==> src/rtl/pwm_shadow_bank.sv <==
// pwm_shadow_bank: multi-channel double-buffered compare/period register bank.
// Bus writes land in a per-channel shadow buffer. Buffered values move to the
// active outputs together, either at a selected PWM event or immediately while
// the PWM is off, so the comparators never see a half-updated set of values.
//
// Optional feature macro: PWM_SHADOW_LOCK_EN adds the 'lock' input, which
// holds off all transfers while high.
//
// Ports:
//   clk          clock, all logic on the rising edge
//   reset        synchronous active-low reset
//   pwm_onoff    0 = PWM off (transfer immediately), 1 = PWM on
//   load_mode    0 immediate, 1 zero_event, 2 top_event, 3 either event
//   zero_event   pulse: PWM counter at zero
//   top_event    pulse: PWM counter at top
//   wr_en        per-channel write strobe
//   wr_data      per-channel write data, channel i at [i*WIDTH +: WIDTH]
//   clr_overrun  clear all overrun flags
//   lock         (PWM_SHADOW_LOCK_EN only) block transfers while high
//   reg_out      active values, same packing as wr_data
//   pending      shadow holds a value not yet transferred
//   overrun      sticky: a pending value was overwritten before transfer
//   load_strobe  one-cycle pulse after any channel transferred
module pwm_shadow_bank #(
    parameter int unsigned WIDTH       = 16,
    parameter int unsigned CHANNELS    = 4,
    parameter int unsigned RESET_VALUE = 0
) (
    input  logic                      clk,
    input  logic                      reset,
    input  logic                      pwm_onoff,
    input  logic [1:0]                load_mode,
    input  logic                      zero_event,
    input  logic                      top_event,
    input  logic [CHANNELS-1:0]       wr_en,
    input  logic [CHANNELS*WIDTH-1:0] wr_data,
    input  logic                      clr_overrun,
`ifdef PWM_SHADOW_LOCK_EN
    input  logic                      lock,
`endif
    output logic [CHANNELS*WIDTH-1:0] reg_out,
    output logic [CHANNELS-1:0]       pending,
    output logic [CHANNELS-1:0]       overrun,
    output logic                      load_strobe
);

    localparam logic [WIDTH-1:0] RST_VAL = WIDTH'(RESET_VALUE);

    logic [WIDTH-1:0]    shadow_q [CHANNELS];
    logic                trig_c;
    logic                lock_c;
    logic                xfer_c;
    logic [CHANNELS-1:0] move_c;

`ifdef PWM_SHADOW_LOCK_EN
    assign lock_c = lock;
`else
    assign lock_c = 1'b0;
`endif

    // Common transfer decision; each pending channel moves when it is true.
    always_comb begin
        trig_c = 1'b0;
        case (load_mode)
            2'd0:    trig_c = 1'b1;
            2'd1:    trig_c = zero_event;
            2'd2:    trig_c = top_event;
            default: trig_c = zero_event | top_event;
        endcase
        xfer_c = (~pwm_onoff | trig_c) & ~lock_c;
        move_c = {CHANNELS{xfer_c}} & pending;
    end

    // Shadow, active and status registers. A transfer always takes the old
    // shadow value; a coincident write is captured and stays pending.
    always_ff @(posedge clk) begin
        if (!reset) begin
            for (int i = 0; i < CHANNELS; i++) begin
                shadow_q[i]                 <= RST_VAL;
                reg_out[i*WIDTH +: WIDTH]   <= RST_VAL;
            end
            pending     <= '0;
            overrun     <= '0;
            load_strobe <= 1'b0;
        end else begin
            for (int i = 0; i < CHANNELS; i++) begin
                if (wr_en[i]) begin
                    shadow_q[i] <= wr_data[i*WIDTH +: WIDTH];
                end
                if (move_c[i]) begin
                    reg_out[i*WIDTH +: WIDTH] <= shadow_q[i];
                end
            end
            pending     <= wr_en | (pending & ~move_c);
            // Set beats clear when both happen in the same cycle.
            overrun     <= (wr_en & pending & ~move_c)
                         | (overrun & ~{CHANNELS{clr_overrun}});
            load_strobe <= |move_c;
        end
    end

endmodule

==> config.mk <==
export PLATFORM = sky130hd
export DESIGN_NAME = pwm_shadow_bank
export DESIGN_NICKNAME = d
export VERILOG_FILES = /design/src/rtl/pwm_shadow_bank.sv
export SDC_FILE = /design/constraint.sdc
export NUM_CORES = 1
export LEC_CHECK = 0
export BUFFER_PORTS_ARGS = -buffer_cell sky130_fd_sc_hd__buf_2
export CAP_MARGIN = 10
export CELL_PAD_IN_SITES_DETAIL_PLACEMENT = 1
export CELL_PAD_IN_SITES_GLOBAL_PLACEMENT = 1
export CORE_MARGIN = 8
export CORE_UTILIZATION = 44
export CTS_CLUSTER_DIAMETER = 120
export CTS_CLUSTER_SIZE = 30
export DETAILED_ROUTE_END_ITERATION = 8
export GPL_TIMING_DRIVEN = 0
export PLACE_DENSITY = 0.88
export SLEW_MARGIN = 20
export SYNTH_ARGS = -nofsm -noshare
export SYNTH_HDL_FRONTEND = slang
export SYNTH_SLANG_ARGS = --single-unit
==> constraint.sdc <==
create_clock -name clk -period 3.3 [get_ports clk]
set_clock_uncertainty 0.2 [all_clocks]
set_input_delay 0.495 -clock clk [delete_from_list [all_inputs] [get_ports clk]]
set_output_delay 0.495 -clock clk [all_outputs]
set_load 0.01 [all_outputs]
==> impl_metrics.csv <==
group,metric,value,unit
outcome,status,"complete, no violations",
critical_path,crit_path_end,"reg_out[57]",
clock_tree,cts_hold_buf,0,
routing,drc,0,
grt,grt_usage,0.2004,
final_layout,multi_input_area,1814,µm²
power_and_ir_drop,power.switching,0.0009367,W
clock_tree,clkLatencyLatePin,0.42,ns
timing,fin_crit_sh,0.5272,
grt,grt_max_degree,17,
clock_tree,postCtsSetupBuffers,0,
critical_path,crit_chain,"buf_2, nand2_1, a31oi_4, buf_12, mux2i_1",
grt,grt_pass1_wl,24820,µm
critical_path,rrSetupSlack,1.68,ns
routing,via_per_inst,5.265,
yosys,syn_area,5413,µm²
yosys,async_flop_share,0,
grt,grt_overflow,0,
yosys,synthFlopType,"dfxtp_1",
critical_path,critPathLaunch,"load_mode[0]",
routing,routed_wl,15830,µm
min_path,hold_class,"input port to flip-flop",
critical_path,timing.rr.end,"reg_out[57]",
clock_tree,cts_resized,0,
timing,setup-tns-final,0,ns
critical_path,crit_type,"input port to flip-flop",
final_layout,area_delta_synth_final,29.20,%
critical_path,path_max_fanout,10,
yosys,yosys_warnings,0,
critical_path,r2r-start,"pending[3]",
critical_path,r2r.worst_path.cells,4,
yosys,postSynthNetCount,536,
timing,slew_headroom,0.4440,
flow_run,cap_violations,0,
placed_design,io_buffers,146,
clock_tree,clkSinkCount,137,
grt,antenna_found_initial,0,
critical_path,startpoint_type,"input port",
final_layout,finalNetCount,701,
power_and_ir_drop,swShare,0.2125,
floorplanning,core_region_area,12010,µm²
floorplanning,start_util,0.4506,
timing,min_period,1.740,ns
placed_design,place_area,6327,µm²
critical_path,cp-end-kind,"flip-flop",
yosys,synth_seq_cells,137,
power_and_ir_drop,seqPwrFrac,0.438,
floorplanning,fp-row-count,40,
power_and_ir_drop,powerDensity,630.3,nW/µm²
routing,wl_per_cell,20.16,µm
yosys,ys_types,21,
critical_path,crit_arrival,1.88,ns
timing,setup_viol,0,
yosys,synth.avg_cell_area,11.77,µm²
critical_path,worst-endpoint-required,3.44,ns
clock_tree,cts_buffer_depth,2,
timing,tightestPinTransition,0.8341,ns
power_and_ir_drop,p_int,0.003471,W
routing,drt-pass1-iter-count,4,
grt,grt_pass1_vias,4741,
placed_design,gp_congestion,0.7735,
critical_path,slowest_stage,"a31oi_4",
clock_tree,cts_tree,"done",
clock_tree,cts-root-buf,"clkbuf_16",
power_and_ir_drop,comb_power_share,0.079,
critical_path,max_stage_delay,0.55,ns
final_layout,final_area,6993,µm²
timing,rsz0062_at_grt,"false",
floorplanning,die_y,126.9,µm
yosys,syn_inst,460,
clock_tree,htreeDepth,4,
final_layout,antennaDiodeCount,0,
clock_tree,cts_made_buffers,17,
timing,finalMaxSlewViolations,0,
power_and_ir_drop,clockPowerShare,0.483,
clock_tree,path_clk_slew,0.06,ns
final_layout,n_fill_cell,1288,
final_layout,fin_util,0.5822,
timing,fmax,574.8,MHz
power_and_ir_drop,p_leak,3.240,nW
floorplanning,io_pins,149,
yosys,synth-edff-count,64,
power_and_ir_drop,ir_worst_vdd,0.3180,mV
timing,hold_viol_final,0,
min_path,hp-start,"wr_data[26]",
routing,first_iter_violations,256,
routing,ant_nets,0,
yosys,ys_seq_area_frac,0.6251,
final_layout,register_area,3383,µm²
floorplanning,dieArea,16110,µm²
final_layout,layout-drive-gt1-share,0.2947,
placed_design,hpwl,11510,µm
floorplanning,die_x,126.9,µm
routing,vias,4133,
==> state kept, by name, indices dropped and copies added (netlist names) <==
signal       count
overrun          4
load_strobe      1
pending          4
shadow_q        64
reg_out         64
==> routing by layer <==
metal | routed length (µm) | global-route usage | share of wire
met5 | 0 | 0 | 0
met4 | 248 | 0.07558 | 0.016
met3 | 941 | 0.06452 | 0.059
met1 | 6241 | 0.2120 | 0.39
met2 | 8395 | 0.3630 | 0.53
==> logic make-up after synthesis <==
logic type,count (synthesis),synth area share
and+or+nand+nor,208,0.1822
DFF,137,0.6251
muxes,64,0.1184
buffers and inverters,37,0.03976
AOI/OAI and AO/OA,14,0.03467
==> critical path: cells and delay by family <==
kind / cells / cell delay (ns)
compound gates: 1 / 0.55
simple gates: 1 / 0.32
buf+inv: 2 / 0.29
mux: 1 / 0.21
==> cell usage after synthesis, types with 2 or more instances <==
master / count / area [µm²]
nand2_1: 129 / 484.2
dfxtp_1: 73 / 1461
and3_1: 65 / 406.6
edfxtp_1: 64 / 1922
mux2i_1: 64 / 640.6
clkbuf_1: 23 / 86.33
a31oi_4: 4 / 85.08
a41o_1: 4 / 40.04
a41oi_1: 4 / 35.03
and3b_1: 4 / 35.03
buf_12: 4 / 80.08
inv_1: 4 / 15.01
nand2b_1: 4 / 25.02
nor2b_1: 4 / 25.02
buf_2: 3 / 15.01
buf_1: 2 / 7.510
==> cells in the final DEF (no fill, tap or decap), types with 5 or more instances in the layout <==
cell         n
edfxtp_1    64
and3_1      65
nand2_1    129
dfxtp_1     73
buf_2      149
mux2i_1     64
clkbuf_8     5
bufinv_16    5
clkbuf_16   17
clkbuf_1    26
==> cell type report <==
class	count	area share
tap	147	0.02630
buffer	33	0.02863
inverter	4	0.002147
multi-input combinational	286	0.2594
sequential	137	0.4838
clock buffer	25	0.07228
clock inverter	7	0.02290
timing repair buffer	146	0.1045
==> stage by stage <==
| step | hold slack, ns | setup WS [ns] | total power (W) | instances |
|---|---|---|---|---|
| 6_report | 0.1968 | 1.560 | 0.004407 | 785 |
| 5_1_grt | 0.1814 | 1.430 | 0.004535 | 785 |
| 4_1_cts | 0.1812 | 1.542 | 0.004434 | 785 |
| 3_5_place_dp | 0.2496 | 1.137 | 0.002313 | 753 |
| 3_3_place_gp | 0.2387 | 1.202 | 0.002287 | 753 |
| 2_1_floorplan | 0.2790 | 1.522 | 0.002150 | 460 |
==> worst min path at each step <==
| stage | to | slack (ns) | cells after the start |
|---|---|---|---|
| 2_1_floorplan | reg_out[0] | 0.28 | 2 |
| 3_3_place_gp | reg_out[59] | 0.24 | 2 |
| 3_5_place_dp | reg_out[32] | 0.25 | 2 |
| 4_1_cts | shadow_q[1][13] | 0.18 | 2 |
| 5_1_grt | shadow_q[1][13] | 0.18 | 2 |
| 6_report | shadow_q[1][10] | 0.20 | 2 |
==> power by group through the flow <==
stage | logic, W | clock network [W] | registers [W]
after global placement | 0.000330 | 0 | 0.00196
after global routing | 0.000380 | 0.00222 | 0.00194
after CTS | 0.000354 | 0.00215 | 0.00193
final | 0.000347 | 0.00213 | 0.00193
after detailed placement | 0.000348 | 0 | 0.00197
after floorplan | 0.000180 | 0 | 0.00197
Note: power is estimated with default switching activity, not from simulation.
